File: src/rtl/parking_ctrl.sv
// parking_ctrl: multi-lane car-park occupancy controller.
//
// Counts cars over GATES entry/exit lane pairs. The count saturates at
// CAPACITY and at zero. Each entry request is granted or denied, and sensor
// faults are flagged. All outputs are registered, or are derived from the
// registered occupancy.
//
// Ports:
//   clk          in        rising-edge clock
//   rst          in        asynchronous active-high reset
//   entry        in  GATES per-lane entry loop sensor (level, synchronised)
//   exit         in  GATES per-lane exit loop sensor (level, synchronised)
//   num          out CW    current occupancy
//   free         out CW    CAPACITY - num
//   full         out       num == CAPACITY
//   empty        out       num == 0
//   entry_grant  out GATES one-cycle pulse: entry counted, open barrier
//   entry_deny   out GATES one-cycle pulse: entry refused, no space
//   exit_err     out GATES one-cycle pulse: exit ignored, no car to remove
//   conflict     out GATES one-cycle pulse: entry+exit edge on same lane, both ignored
module parking_ctrl #(
  parameter int CAPACITY = 10,
  parameter int INIT     = 5,
  parameter int GATES    = 2,
  parameter int CW       = $clog2(CAPACITY + 1)
) (
  input  logic             clk,
  input  logic             rst,
  input  logic [GATES-1:0] entry,
  input  logic [GATES-1:0] exit,
  output logic [CW-1:0]    num,
  output logic [CW-1:0]    free,
  output logic             full,
  output logic             empty,
  output logic [GATES-1:0] entry_grant,
  output logic [GATES-1:0] entry_deny,
  output logic [GATES-1:0] exit_err,
  output logic [GATES-1:0] conflict
);

  // Event counts carry one extra bit so that room/xa/ea never wrap.
  localparam logic [CW:0]   CAP_X  = (CW+1)'(CAPACITY);
  localparam logic [CW:0]   ONE_X  = (CW+1)'(1);
  localparam logic [CW-1:0] CAP_N  = CW'(CAPACITY);
  localparam logic [CW-1:0] INIT_N = CW'(INIT);

  logic [CW-1:0]    num_q, num_d;
  logic [GATES-1:0] entry_q, entry_d;
  logic [GATES-1:0] exit_q, exit_d;
  logic [GATES-1:0] grant_q, grant_d;
  logic [GATES-1:0] deny_q, deny_d;
  logic [GATES-1:0] err_q, err_d;
  logic [GATES-1:0] conf_q, conf_d;

  logic [GATES-1:0] entry_ev, exit_ev;
  logic [CW:0]      xa, ea, room;

  always_comb begin
    entry_d  = entry;
    exit_d   = exit;
    entry_ev = entry & ~entry_q;
    exit_ev  = exit & ~exit_q;
    conf_d   = entry_ev & exit_ev;
    grant_d  = '0;
    deny_d   = '0;
    err_d    = '0;
    xa       = '0;
    ea       = '0;

    // Exits first, lowest lane wins, limited to the cars actually present.
    for (int g = 0; g < GATES; g++) begin
      if (exit_ev[g] && !conf_d[g]) begin
        if (xa < {1'b0, num_q}) xa = xa + ONE_X;
        else                    err_d[g] = 1'b1;
      end
    end

    // A space vacated this cycle can be handed straight to an entering car.
    room = CAP_X - {1'b0, num_q} + xa;

    for (int g = 0; g < GATES; g++) begin
      if (entry_ev[g] && !conf_d[g]) begin
        if (ea < room) begin
          ea         = ea + ONE_X;
          grant_d[g] = 1'b1;
        end else begin
          deny_d[g] = 1'b1;
        end
      end
    end

    // ea <= room guarantees the result stays within 0..CAPACITY.
    num_d = num_q + ea[CW-1:0] - xa[CW-1:0];
  end

  always_ff @(posedge clk or posedge rst) begin
    if (rst) begin
      num_q   <= INIT_N;
      // All-ones history: a sensor already high at reset release is not an edge.
      entry_q <= '1;
      exit_q  <= '1;
      grant_q <= '0;
      deny_q  <= '0;
      err_q   <= '0;
      conf_q  <= '0;
    end else begin
      num_q   <= num_d;
      entry_q <= entry_d;
      exit_q  <= exit_d;
      grant_q <= grant_d;
      deny_q  <= deny_d;
      err_q   <= err_d;
      conf_q  <= conf_d;
    end
  end

  assign num         = num_q;
  assign free        = CAP_N - num_q;
  assign full        = (num_q == CAP_N);
  assign empty       = (num_q == '0);
  assign entry_grant = grant_q;
  assign entry_deny  = deny_q;
  assign exit_err    = err_q;
  assign conflict    = conf_q;

endmodule

File: config.mk
export PLATFORM = sky130hd
export DESIGN_NAME = parking_ctrl
export DESIGN_NICKNAME = d
export VERILOG_FILES = /design/src/rtl/parking_ctrl.sv
export SDC_FILE = /design/constraint.sdc
export NUM_CORES = 1
export LEC_CHECK = 0
export ABC_CLOCK_PERIOD_IN_PS = 8000
export CAP_MARGIN = 30
export CORE_ASPECT_RATIO = 0.75
export CORE_UTILIZATION = 52
export DETAILED_ROUTE_END_ITERATION = 8
export HOLD_SLACK_MARGIN = 0.03
export PLACE_DENSITY = 0.83
export RECOVER_POWER = 25
export REMOVE_ABC_BUFFERS = 1
export SYNTH_ARGS = -nofsm -noshare
export SYNTH_HDL_FRONTEND = slang
export SYNTH_SLANG_ARGS = --single-unit
File: constraint.sdc
create_clock -name clk -period 8 [get_ports clk]
set_input_delay 1.2 -clock clk [delete_from_list [all_inputs] [get_ports clk]]
set_output_delay 1.2 -clock clk [all_outputs]
set_load 0.01 [all_outputs]
==> run summary, run 1 <==
CTS Hold Buffers Added = 0
WL/cell = 13.7 µm
FF+latch count, synth = 16
Reg2reg setup slack = 3.11 ns
Core area = 1790 µm²
Final worst path period share = 68.5%
# DRC = 0
Initial antenna violation count = 0
Seq pwr share = 26.3%
Worst-Skew Late Latency = 0.30 ns
Status = completed
Worst Max-Slew Pin Slew = 0.618 ns
Hold crit path type = reg -> reg
Crit path capture = num[3]
Static leakage = 0.636 nW
Critical path data required time = 8.24 ns
CP Max Fanout = 5
Combinational fraction of design power = 61.9%
Die width = 53.3 µm
VDD IR max = 0.323 mV
CP max stage delay = 0.57 ns
Area grow syn2layout = 27.9%
Setup TNS = 0 ns
RSZ-0062 raised after global routing = false
Power Dens Cells = 360 nW/µm²
Mapped cell area = 1030 µm²
Setup Skew = 0.00742 ns
Site row count = 13
Initial Util = 57.4%
GP Congestion = 0.811
Largest net degree at the start of global routing = 17
Layout cells sized above 1 = 10.6%
Vias per Instance = 5.23
Nets = 148
Die Area = 2160 µm²
DP HPWL = 1.56 mm
CTS tree = yes
Fin. max-slew vios = 0
Power Internal = 0.279 mW
Vias in the first global route = 704
Setup slack after layout = 2.52 ns
Post-Syn Instances = 97
DRT Pass-1 Iters = 5
Seq/Total Area, Yosys = 39.7%
Switching pwr = 0.194 mW
CTS root buffer = clkbuf_4
WHS = 0.702 ns
# clock sinks = 16
Final setup vio count = 0
GRT Overall Usage = 23.5%
Die height = 40.5 µm
WS Path Type = in -> reg
Worst Reg2Reg Path Length in Cells = 21
Fmax = 182 MHz
DR vias = 758
CTS H-tree depth = 1
DRT antenna net count = 0
Postcts setup bufs = 0
CTS resizes = 0
Max_cap viols = 0
Clock share of power = 11.7%
CTS clk-pin slew, worst paths = 0.10 ns
Critical-path top delay cell = dlygate4sd3_1
CP startpoint = exit[0]
Cell Chain, Critical Path = dlygate4sd3_1 > nor2b_1 > nand3_1 > a21o_1 > ha_1 > nand3_1 > a21boi_0 > ha_1 > inv_1 > ha_1 > fa_1 > xnor2_1 > o211a_4 > or2_1 > fa_1 > inv_1 > ha_1 > a21o_1 > a21oi_1 > xor2_1
CTS max path bufs = 2
Critical Path Sink Type = register
Ant diodes = 0
Place WS = 2.31 ns
Syn_area_per_cell = 10.6 µm²
Crit path top cell by count = ha_1
Startpoint Class = primary input
First-pass GRT wire length = 3.30 mm
YS warnings = 0
Final Hold Fails = 0
Remaining global-route overflow = 0
CTS Buf Count = 3
Arr. time, crit path = 5.72 ns
Final min period = 5.48 ns
Reg2reg start = num[2]
Post-synth cell types = 31
Port Buffers = 23
Drt initial violations = 23
R2r endpoint = num[3]
Sw Share = 41.1%
DRT Wirelength = 1.98 mm
IO Count = 24
Fillers = 142
Slew margin rel. = 58.7%
## critical path: cells and delay by family
family	cells	cell delay, ns
fa+ha+maj	6	1.86
compound gates	5	0.97
buf+inv	3	0.69
simple gates	4	0.66
xor+xnor	2	0.34
## flip-flops by register name (all words and copies together), names as in the netlist
signal,flops
conflict,2
entry_deny,2
entry_grant,2
entry_q,2
exit_err,2
exit_q,2
num,4
## kinds of logic after synthesis
logic type                 Yosys count  share of synthesized area [%]
DFF                                 16                           39.7
xor gates and xnor gates             5                           4.26
and+or+nand+nor                     27                           14.6
buffers and inverters               17                           6.58
adders and majority gates           18                           24.1
AOI/OAI and AO/OA                   14                           10.7
## cells in the final DEF, fill, tap and decap left out, types with 2 or more instances in the layout
cell type and count:
a21o_1 3, a21oi_1 3, clkbuf_4 3, clkdlybuf4s50_1 18, dfrtp_1 10, dfstp_2 6
dlygate4sd3_1 5, fa_1 3, ha_1 15, inv_1 16, nand2_1 3, nand2b_1 5
nand3_1 3, nor2_1 5, nor2b_1 3, xnor2_1 2, xor2_1 3
## through the flow
stage / power (mW) / std cells / area, µm² / utilization, %
after CTS: 0.476 / 145 / 1310 / 73.4
after global placement: 0.400 / 141 / 1280 / 71.4
after detailed placement: 0.420 / 141 / 1280 / 71.4
final: 0.473 / 145 / 1310 / 73.4
after global routing: 0.516 / 145 / 1310 / 73.4
after floorplan: 0.299 / 96 / 1020 / -
## synth_stat cells
cell       number  share of area (%)
o22ai_1         1               0.61
o211ai_1        1               0.73
nor2_1          5                1.8
o2111ai_1       1               0.85
nand4_1         1               0.61
xor2_1          3                2.6
nand3_1         3                1.5
nor2b_1         3                1.8
a211oi_1        1               0.73
a21o_1          3                2.2
fa_1            3                5.8
nand2_1         3                1.1
dfstp_2         6                 15
and2_1          1               0.61
a21oi_1         3                1.5
and2b_1         1               0.73
buf_4           1               0.73
and2_4          1               0.85
dfrtp_1        10                 24
a211oi_2        1                1.2
inv_1          16                5.8
o21ai_0         1               0.49
o211a_4         1                1.7
nor3_1          1               0.49
nand2b_1        5                3.0
and4_1          1               0.85
and3_1          1               0.61
xnor2_1         2                1.7
or2_1           1               0.61
ha_1           15                 18
a21boi_0        1               0.73
## cell type report
class / instances / area, µm² / share of cell area, %
Tap cell: 22 / 27.5 / 2.10
Sequential cell: 16 / 408 / 31.0
Inverter: 16 / 60.1 / 4.57
Timing Repair Buffer: 23 / 230 / 17.5
Clock buffer: 4 / 36.3 / 2.76
Multi-Input combinational cell: 64 / 552 / 42.0
## power by group through the flow
stage | sequential, mW | combinational, mW | clock [mW]
after floorplan | 0.129 | 0.170 | 0
after global placement | 0.124 | 0.276 | 0
after detailed placement | 0.126 | 0.294 | 0
after CTS | 0.125 | 0.296 | 0.0556
after global routing | 0.127 | 0.329 | 0.0592
final | 0.124 | 0.293 | 0.0555
## layer usage
metal  GRT usage [%]  share of wire, %
met1            30.6                46
met2            35.9                46
met3            7.95               6.4
met4            9.87               1.5
met5               0                 0
## how the worst min path moves through the flow
stage               cells past startpoint  slack (ns)       start     endpoint
floorplan                               2        0.61  entry_q[0]  conflict[0]
global placement                        2        0.65  entry_q[0]  conflict[0]
detailed placement                      2        0.67  entry_q[0]  conflict[0]
CTS                                     2        0.71  entry_q[0]  conflict[0]
global route                            2        0.74  entry_q[0]  conflict[0]
finish                                  2        0.70  entry_q[0]  conflict[0]
No activity file was read; power rests on OpenSTA's default activity.
==> run 2: changes to the inputs <==
- ABC_CLOCK_PERIOD_IN_PS: 8000 -> 4800
- CORE_UTILIZATION: 52 -> 44
- PLACE_DENSITY: 0.83 -> 0.75
- clock period: 8 -> 4.8 ns (I/O delays scaled with it)
==> run 2 against run 1 <==
  * The flow now finishes with violations (design-rule violations)
  * Global-route usage down 4.2 points
  * Register-to-register slack worse by 2.8 ns
  * Non-clock buffer count up 11
  * Worst setup slack worse by 2.3 ns
  * Sequential share of layout area down 2.4 points
  * Via count up 4.7%
  * Largest power group unchanged
==> run summary, run 2 (synthesized netlist as in run 1, its figures left out) <==
Remaining global-route overflow = 0 (unchanged)
First-pass GRT wire length = 3.60 mm (+9.2%)
WS Path Type = in -> reg
Static leakage = 0.691 nW (+8.5%)
Final min period = 4.63 ns
Reg2reg setup slack = 0.31 ns (-2.80 ns)
Crit-path leading delay family = adder cells
Hold path cells = 3 (+1)
Critical path data required time = 5.01 ns (-3.23 ns)
Commonest non-fill, non-tap cell in the layout = clkdlybuf4s50_1
Layout cells sized above 1 = 22.4% (+12 points)
# DRC = 1 (+1)
Most frequent cells in the layout = clkdlybuf4s50_1, inv_1, ha_1
CTS max path bufs = 2 (unchanged)
Sw Share = 39.5% (-1.6 points)
Ant diodes = 0 (unchanged)
Initial Util = 48.9% (-8.5 points)
Setup slack after layout = 0.172 ns (-2.34 ns)
CP max stage delay = 0.53 ns (-0.04 ns)
DP HPWL = 1.63 mm (+4.5%)
Slew margin rel. = 58.9% (+0.17 points)
Die height = 43.8 µm (+8.3%)
CTS clk-pin slew, worst paths = 0.10 ns (about the same)
Register Area = 408 µm² (unchanged)
Die Area = 2530 µm² (+17%)
Vias per Instance = 5.03 (-3.9%)
Initial antenna violation count = 0 (unchanged)
Seq pwr share = 22.6% (-3.7 points)
DRT Pass-1 Iters = 6 (+1)
Crit path top cell by count = inv_1
# clock sinks = 16 (unchanged)
WL/cell = 13.3 µm (-2.9%)
Critical-path top delay cell = fa_2
CTS tree = yes
Power Dens Cells = 586 nW/µm² (+63%)
Clock share of power = 10.7% (-1.0 points)
Cell Chain, Critical Path = clkdlybuf4s50_1 > nor2b_4 > nand3_2 > buf_4 > inv_1 > ha_1 > and3_4 > inv_1 > ha_1 > inv_1 > ha_2 > fa_2 > nor2_1 > o211a_4 > or2_1 > fa_1 > inv_1 > ha_1 > a21o_1 > a21oi_2 > xor2_1
Worst path buffer plus inverter count = 6 (+3)
CTS root buffer = clkbuf_4
Place WS = -0.253 ns (-2.57 ns)
CTS Buf Count = 3 (unchanged)
Port Buffers = 23 (unchanged)
Critical Path Sink Type = register
Fmax = 216 MHz
Arr. time, crit path = 4.83 ns (-0.89 ns)
IO Count = 24 (unchanged)
Switching pwr = 0.330 mW (+70%)
Worst Max-Slew Pin Slew = 0.616 ns (-0.00256 ns)
CP Max Fanout = 3 (-2)
Die width = 57.8 µm (+8.4%)
Fillers = 165 (+16%)
Nets = 159 (+7.4%)
Area grow syn2layout = 38.7%
WHS = 0.662 ns (-0.0406 ns)
Startpoint Class = primary input
Max_cap viols = 0 (unchanged)
Core area = 2100 µm² (+17%)
Failing checks = design-rule violations
Site row count = 14 (+1)
VDD IR max = 0.370 mV (+14%)
Status = finished, violations left
Power Internal = 0.505 mW (+81%)
Largest net degree at the start of global routing = 17 (unchanged)
CTS H-tree depth = 1 (unchanged)
DR vias = 794 (+4.7%)
DRT antenna net count = 0 (unchanged)
DRT Wirelength = 2.10 mm (+5.8%)
Hold Path Origin = num[1]
Final worst path period share = 96.4%
R2r endpoint = num[3]
Drt initial violations = 6 (-74%)
GRT Overall Usage = 19.3% (-4.2 points)
Combinational fraction of design power = 66.8% (+4.9 points)
Hold crit path type = reg -> reg
Reg2reg start = num[2]
Final setup vio count = 0 (unchanged)
Worst-Skew Late Latency = 0.29 ns (about the same)
Vias in the first global route = 827 (+17%)
Fin. max-slew vios = 0 (unchanged)
Multi-input logic area = 578 µm² (+4.8%)
Setup Skew = 0.00817 ns (+0.000753 ns)
Number of flip-flops in the largest register = 4 (unchanged)
Final Hold Fails = 0 (unchanged)
WHS Endpoint = exit_err[1]
Worst Reg2Reg Path Length in Cells = 22 (+4.8%)
GP Congestion = 0.840 (+3.5%)
-- run 2: timing repair --
action	in CTS	in global routing
gates resized for setup	0	8
setup endpoints to repair	0	2
setup buffers	0	0
hold buffers	0	0
-- run 2: how the worst max path moves through the flow --
| stage | start | endpoint | slack (ns) | depth (start not counted) |
|---|---|---|---|---|
| final | exit[0] | num[3] | 0.17 | 21 |
| after global routing | exit[0] | num[3] | -0.04 | 21 |
| after CTS | exit[0] | num[3] | 0.05 | 20 |
| after detailed placement | exit[0] | num[3] | -0.25 | 20 |
| after global placement | exit[0] | num[3] | -0.23 | 20 |
| after floorplan | num[0] | num[3] | 0.34 | 21 |
-- run 2: through the flow --
| step | std cells | area (µm²) | util (%) | power, mW | TNS, ns |
|---|---|---|---|---|---|
| after floorplan | 96 | 1020 | - | 0.499 | 0 |
| after global placement | 154 | 1360 | 64.8 | 0.709 | -0.471 |
| after detailed placement | 154 | 1360 | 64.8 | 0.733 | -0.547 |
| after CTS | 158 | 1400 | 66.5 | 0.827 | 0 |
| after global routing | 158 | 1430 | 67.8 | 0.911 | -0.0429 |
| final | 158 | 1430 | 67.8 | 0.835 | 0 |
-- run 2: power groups by stage --
stage	clock network, mW	logic (mW)	registers (mW)
5_1_grt	0.0987	0.620	0.192
3_5_place_dp	0	0.542	0.191
3_3_place_gp	0	0.518	0.191
2_1_floorplan	0	0.284	0.215
4_1_cts	0.0906	0.548	0.188
6_report	0.0891	0.557	0.188
-- run 2: worst min-delay path, delay by kind of cell, from the launching register on --
family          cells  cell delay, ns
buf+inv             1            0.08
compound gates      1            0.06
flops               1            0.35
simple gates        1            0.12
-- run 2: cell type report --
cell class	count	share of cell area, %
multi-input cells	64	40.6
flip-flops and latches	16	28.6
repair buffers	34	21.9
inverters	16	4.21
clock buffers	4	2.55
well taps	24	2.11
-- run 2: layer usage --
| metal | track usage (%) | routed length, µm |
|---|---|---|
| met1 | 26.0 | 957 |
| met2 | 30.5 | 1020 |
| met3 | 5.97 | 112 |
| met4 | 5.24 | 14 |
| met5 | 0 | 0 |
==> run 3: changes to the inputs <==
- ABC_CLOCK_PERIOD_IN_PS: 4800 -> 4500
- CORE_UTILIZATION: 44 -> 49
- PLACE_DENSITY: 0.75 -> 0.79
- clock period: 4.8 -> 4.5 ns (I/O delays scaled with it)
==> run 3 against run 2 <==
  * The flow finishes with violations (negative setup slack)
  * Worst hold slack gained 0.085 ns
  * Combinational power up 37%
  * Worst setup slack lost 0.20 ns
  * Routed wire length up 44%
  * Power is 27% higher
  * Clock skew is 0.0047 ns lower
  * Global-route usage rose by 6.0 points
  * Sequential cell count unchanged
  * Clock-buffer cell count stayed put
  * Utilization rose by 19 points
  * First-iteration DRC count up 130%
==> run summary, run 3 (synthesized netlist as in run 1, its figures left out) <==
Final worst path period share = 101%
DP HPWL = 1.92 mm (+18%)
Critical-path top delay cell = fa_2
Fin. max-slew vios = 0 (unchanged)
Arr. time, crit path = 4.71 ns (-0.12 ns)
Core area = 1850 µm² (-12%)
CTS Buf Count = 3 (unchanged)
Largest net degree at the start of global routing = 17 (unchanged)
RSZ-0062 raised after global routing = true
IO Count = 24 (unchanged)
Final min period = 4.52 ns
Startpoint Class = register
Cell Chain, Critical Path = inv_1 > ha_2 > nand2_4 > nand3_4 > buf_6 > inv_2 > ha_4 > and3_4 > inv_2 > ha_4 > inv_2 > ha_4 > fa_2 > nor2_2 > o211a_4 > or2_4 > fa_1 > inv_2 > ha_4 > a21o_1 > a21oi_2 > xor2_1
Post-route insts no fill = 168 (+6.3%)
DR vias = 905 (+14%)
Critical Path Sink Type = register
Setup slack after layout = -0.0243 ns (-0.197 ns)
Remaining global-route overflow = 0 (unchanged)
Combinational fraction of design power = 71.8% (+5.0 points)
Power Dens Cells = 664 nW/µm² (+13%)
Crit-path leading delay family = adder cells
VDD IR max = 0.708 mV (+91%)
CTS H-tree depth = 1 (unchanged)
DRT Pass-1 Iters = 4 (-2)
Worst Max-Slew Pin Slew = 0.609 ns (-0.00656 ns)
Status = finished, violations left
Hold crit path type = reg -> reg
CTS max path bufs = 2 (unchanged)
Layout cells sized above 1 = 39.7% (+17 points)
Initial Util = 55.4% (+6.5 points)
# clock sinks = 16 (unchanged)
Vias in the first global route = 895 (+8.2%)
Final setup vio count = 1 (+1)
GP Congestion = 0.868 (+3.3%)
Power Internal = 0.622 mW (+23%)
Die width = 54.9 µm (-5.1%)
CTS tree = yes
Sw Share = 41.5% (+2.0 points)
CP max stage delay = 0.57 ns (+0.04 ns)
Final Hold Fails = 0 (unchanged)
Nets = 171 (+7.5%)
WS Path Type = reg -> reg
Die Area = 2290 µm² (-9.8%)
Worst-Skew Late Latency = 0.29 ns (about the same)
Failing checks = negative setup slack
Site row count = 13 (-1)
Port Buffers = 23 (unchanged)
Static leakage = 0.757 nW (+9.5%)
Vias per Instance = 5.39 (+7.2%)
Drt initial violations = 14 (+8)
Area grow syn2layout = 56.2%
CTS Hold Buffers Added = 0 (unchanged)
DRT Wirelength = 3.02 mm (+44%)
Reg2reg setup slack = -0.02 ns (-0.33 ns)
Ant diodes = 0 (unchanged)
Slew margin rel. = 59.3% (+0.44 points)
Switching pwr = 0.442 mW (+34%)
Fmax = 221 MHz
CP Max Fanout = 3 (unchanged)
CTS clk-pin slew, worst paths = 0.09 ns (about the same)
Setup Skew = 0.00346 ns (-0.00471 ns)
GRT Overall Usage = 25.3% (+6.0 points)
Most frequent cells in the layout = buf_4, clkdlybuf4s50_1, inv_1, dfrtp_1, ha_1
CTS root buffer = clkbuf_4
Commonest non-fill, non-tap cell in the layout = buf_4
First-pass GRT wire length = 3.98 mm (+11%)
Worst path buffer plus inverter count = 6 (unchanged)
Inst Count DP = 158 (+2.6%)
Clock share of power = 8.9% (-1.8 points)
Initial antenna violation count = 0 (unchanged)
# DRC = 0 (-1)
Critical path data required time = 4.69 ns (-0.32 ns)
Max_cap viols = 0 (unchanged)
Number of flip-flops in the largest register = 4 (unchanged)
Seq pwr share = 19.3% (-3.3 points)
DRT antenna net count = 0 (unchanged)
Die height = 41.7 µm (-5.0%)
Final Util = 86.5% (+19 points)
WL/cell = 18.0 µm (+35%)
==> run 3: cell count changes in the layout (fill, tap and decap cells not counted), sizes merged <==
cell and delta:
dlygate4sd2 +2, clkbuf +2, dlygate4sd3 +1, clkdlybuf4s50 -3
buf +10
==> run 3: per-stage QoR <==
| stage | hold slack (ns) | setup WS [ns] | area (µm²) | setup TNS [ns] | power, mW |
|---|---|---|---|---|---|
| floorplan | 0.584 | 0.0406 | 1020 | 0 | 0.532 |
| global placement | 0.637 | -0.455 | 1410 | -1.10 | 0.773 |
| detailed placement | 0.686 | -0.720 | 1410 | -1.87 | 0.817 |
| CTS | 0.708 | 0.00319 | 1490 | 0 | 0.947 |
| global route | 0.754 | -0.108 | 1600 | -0.130 | 1.13 |
| finish | 0.747 | -0.0243 | 1600 | -0.0243 | 1.06 |
==> run 3: timing repair <==
item / 4_1_cts / 5_1_grt
resized for setup: 18 / 15
setup buffers: 1 / 5
endpoints found under the hold margin: 0 / 0
pin swaps: 6 / 10
setup endpoints to repair: 3 / 3
==> run 3: final cells by class <==
type	instances	area (µm²)
timing repair buffer	46	400
fill	106	250
sequential	16	408
clock buffer	4	36.3
tap	22	27.5
multi-input combinational	64	672
inverter	16	60.1
==> run 3: layer usage <==
metal | track usage (%) | part of all wire [%]
met1 | 30.2 | 41
met2 | 41.7 | 51
met3 | 8.42 | 5.6
met4 | 8.21 | 2.6
met5 | 0 | 0
==> run 3: path summary, 6_finish.rpt <==
| check | endpoint | depth (start not counted) | startpoint |
|---|---|---|---|
| setup / recovery | num[3] | 22 | num[2] |
| hold / removal | exit_err[1] | 3 | num[1] |
| setup reg to reg | num[3] | 22 | num[2] |
| hold reg to reg | exit_err[1] | 3 | num[1] |
| max in group asynchronous | conflict[1] | 2 | rst |
| min in group asynchronous | exit_err[1] | 2 | rst |
==> run 3: worst register-to-register path: stages, from the launching register on <==
cell	delay, ns
dfstp_2	0.56
inv_1	0.06
ha_2	0.20
nand2_4	0.07
nand3_4	0.08
buf_6	0.14
inv_2	0.08
ha_4	0.13
and3_4	0.19
inv_2	0.06
ha_4	0.26
inv_2	0.04
ha_4	0.16
fa_2	0.57
nor2_2	0.05
o211a_4	0.13
or2_4	0.23
fa_1	0.53
inv_2	0.07
ha_4	0.23
a21o_1	0.19
a21oi_2	0.16
xor2_1	0.25
==> run 3: power by group through the flow <==
stage                     clock network [mW]  logic (mW)  registers, mW
final                                 0.0946       0.765          0.205
after global routing                   0.103       0.820          0.206
after CTS                             0.0986       0.648          0.200
after detailed placement                   0       0.612          0.205
after global placement                     0       0.570          0.203
after floorplan                            0       0.303          0.229
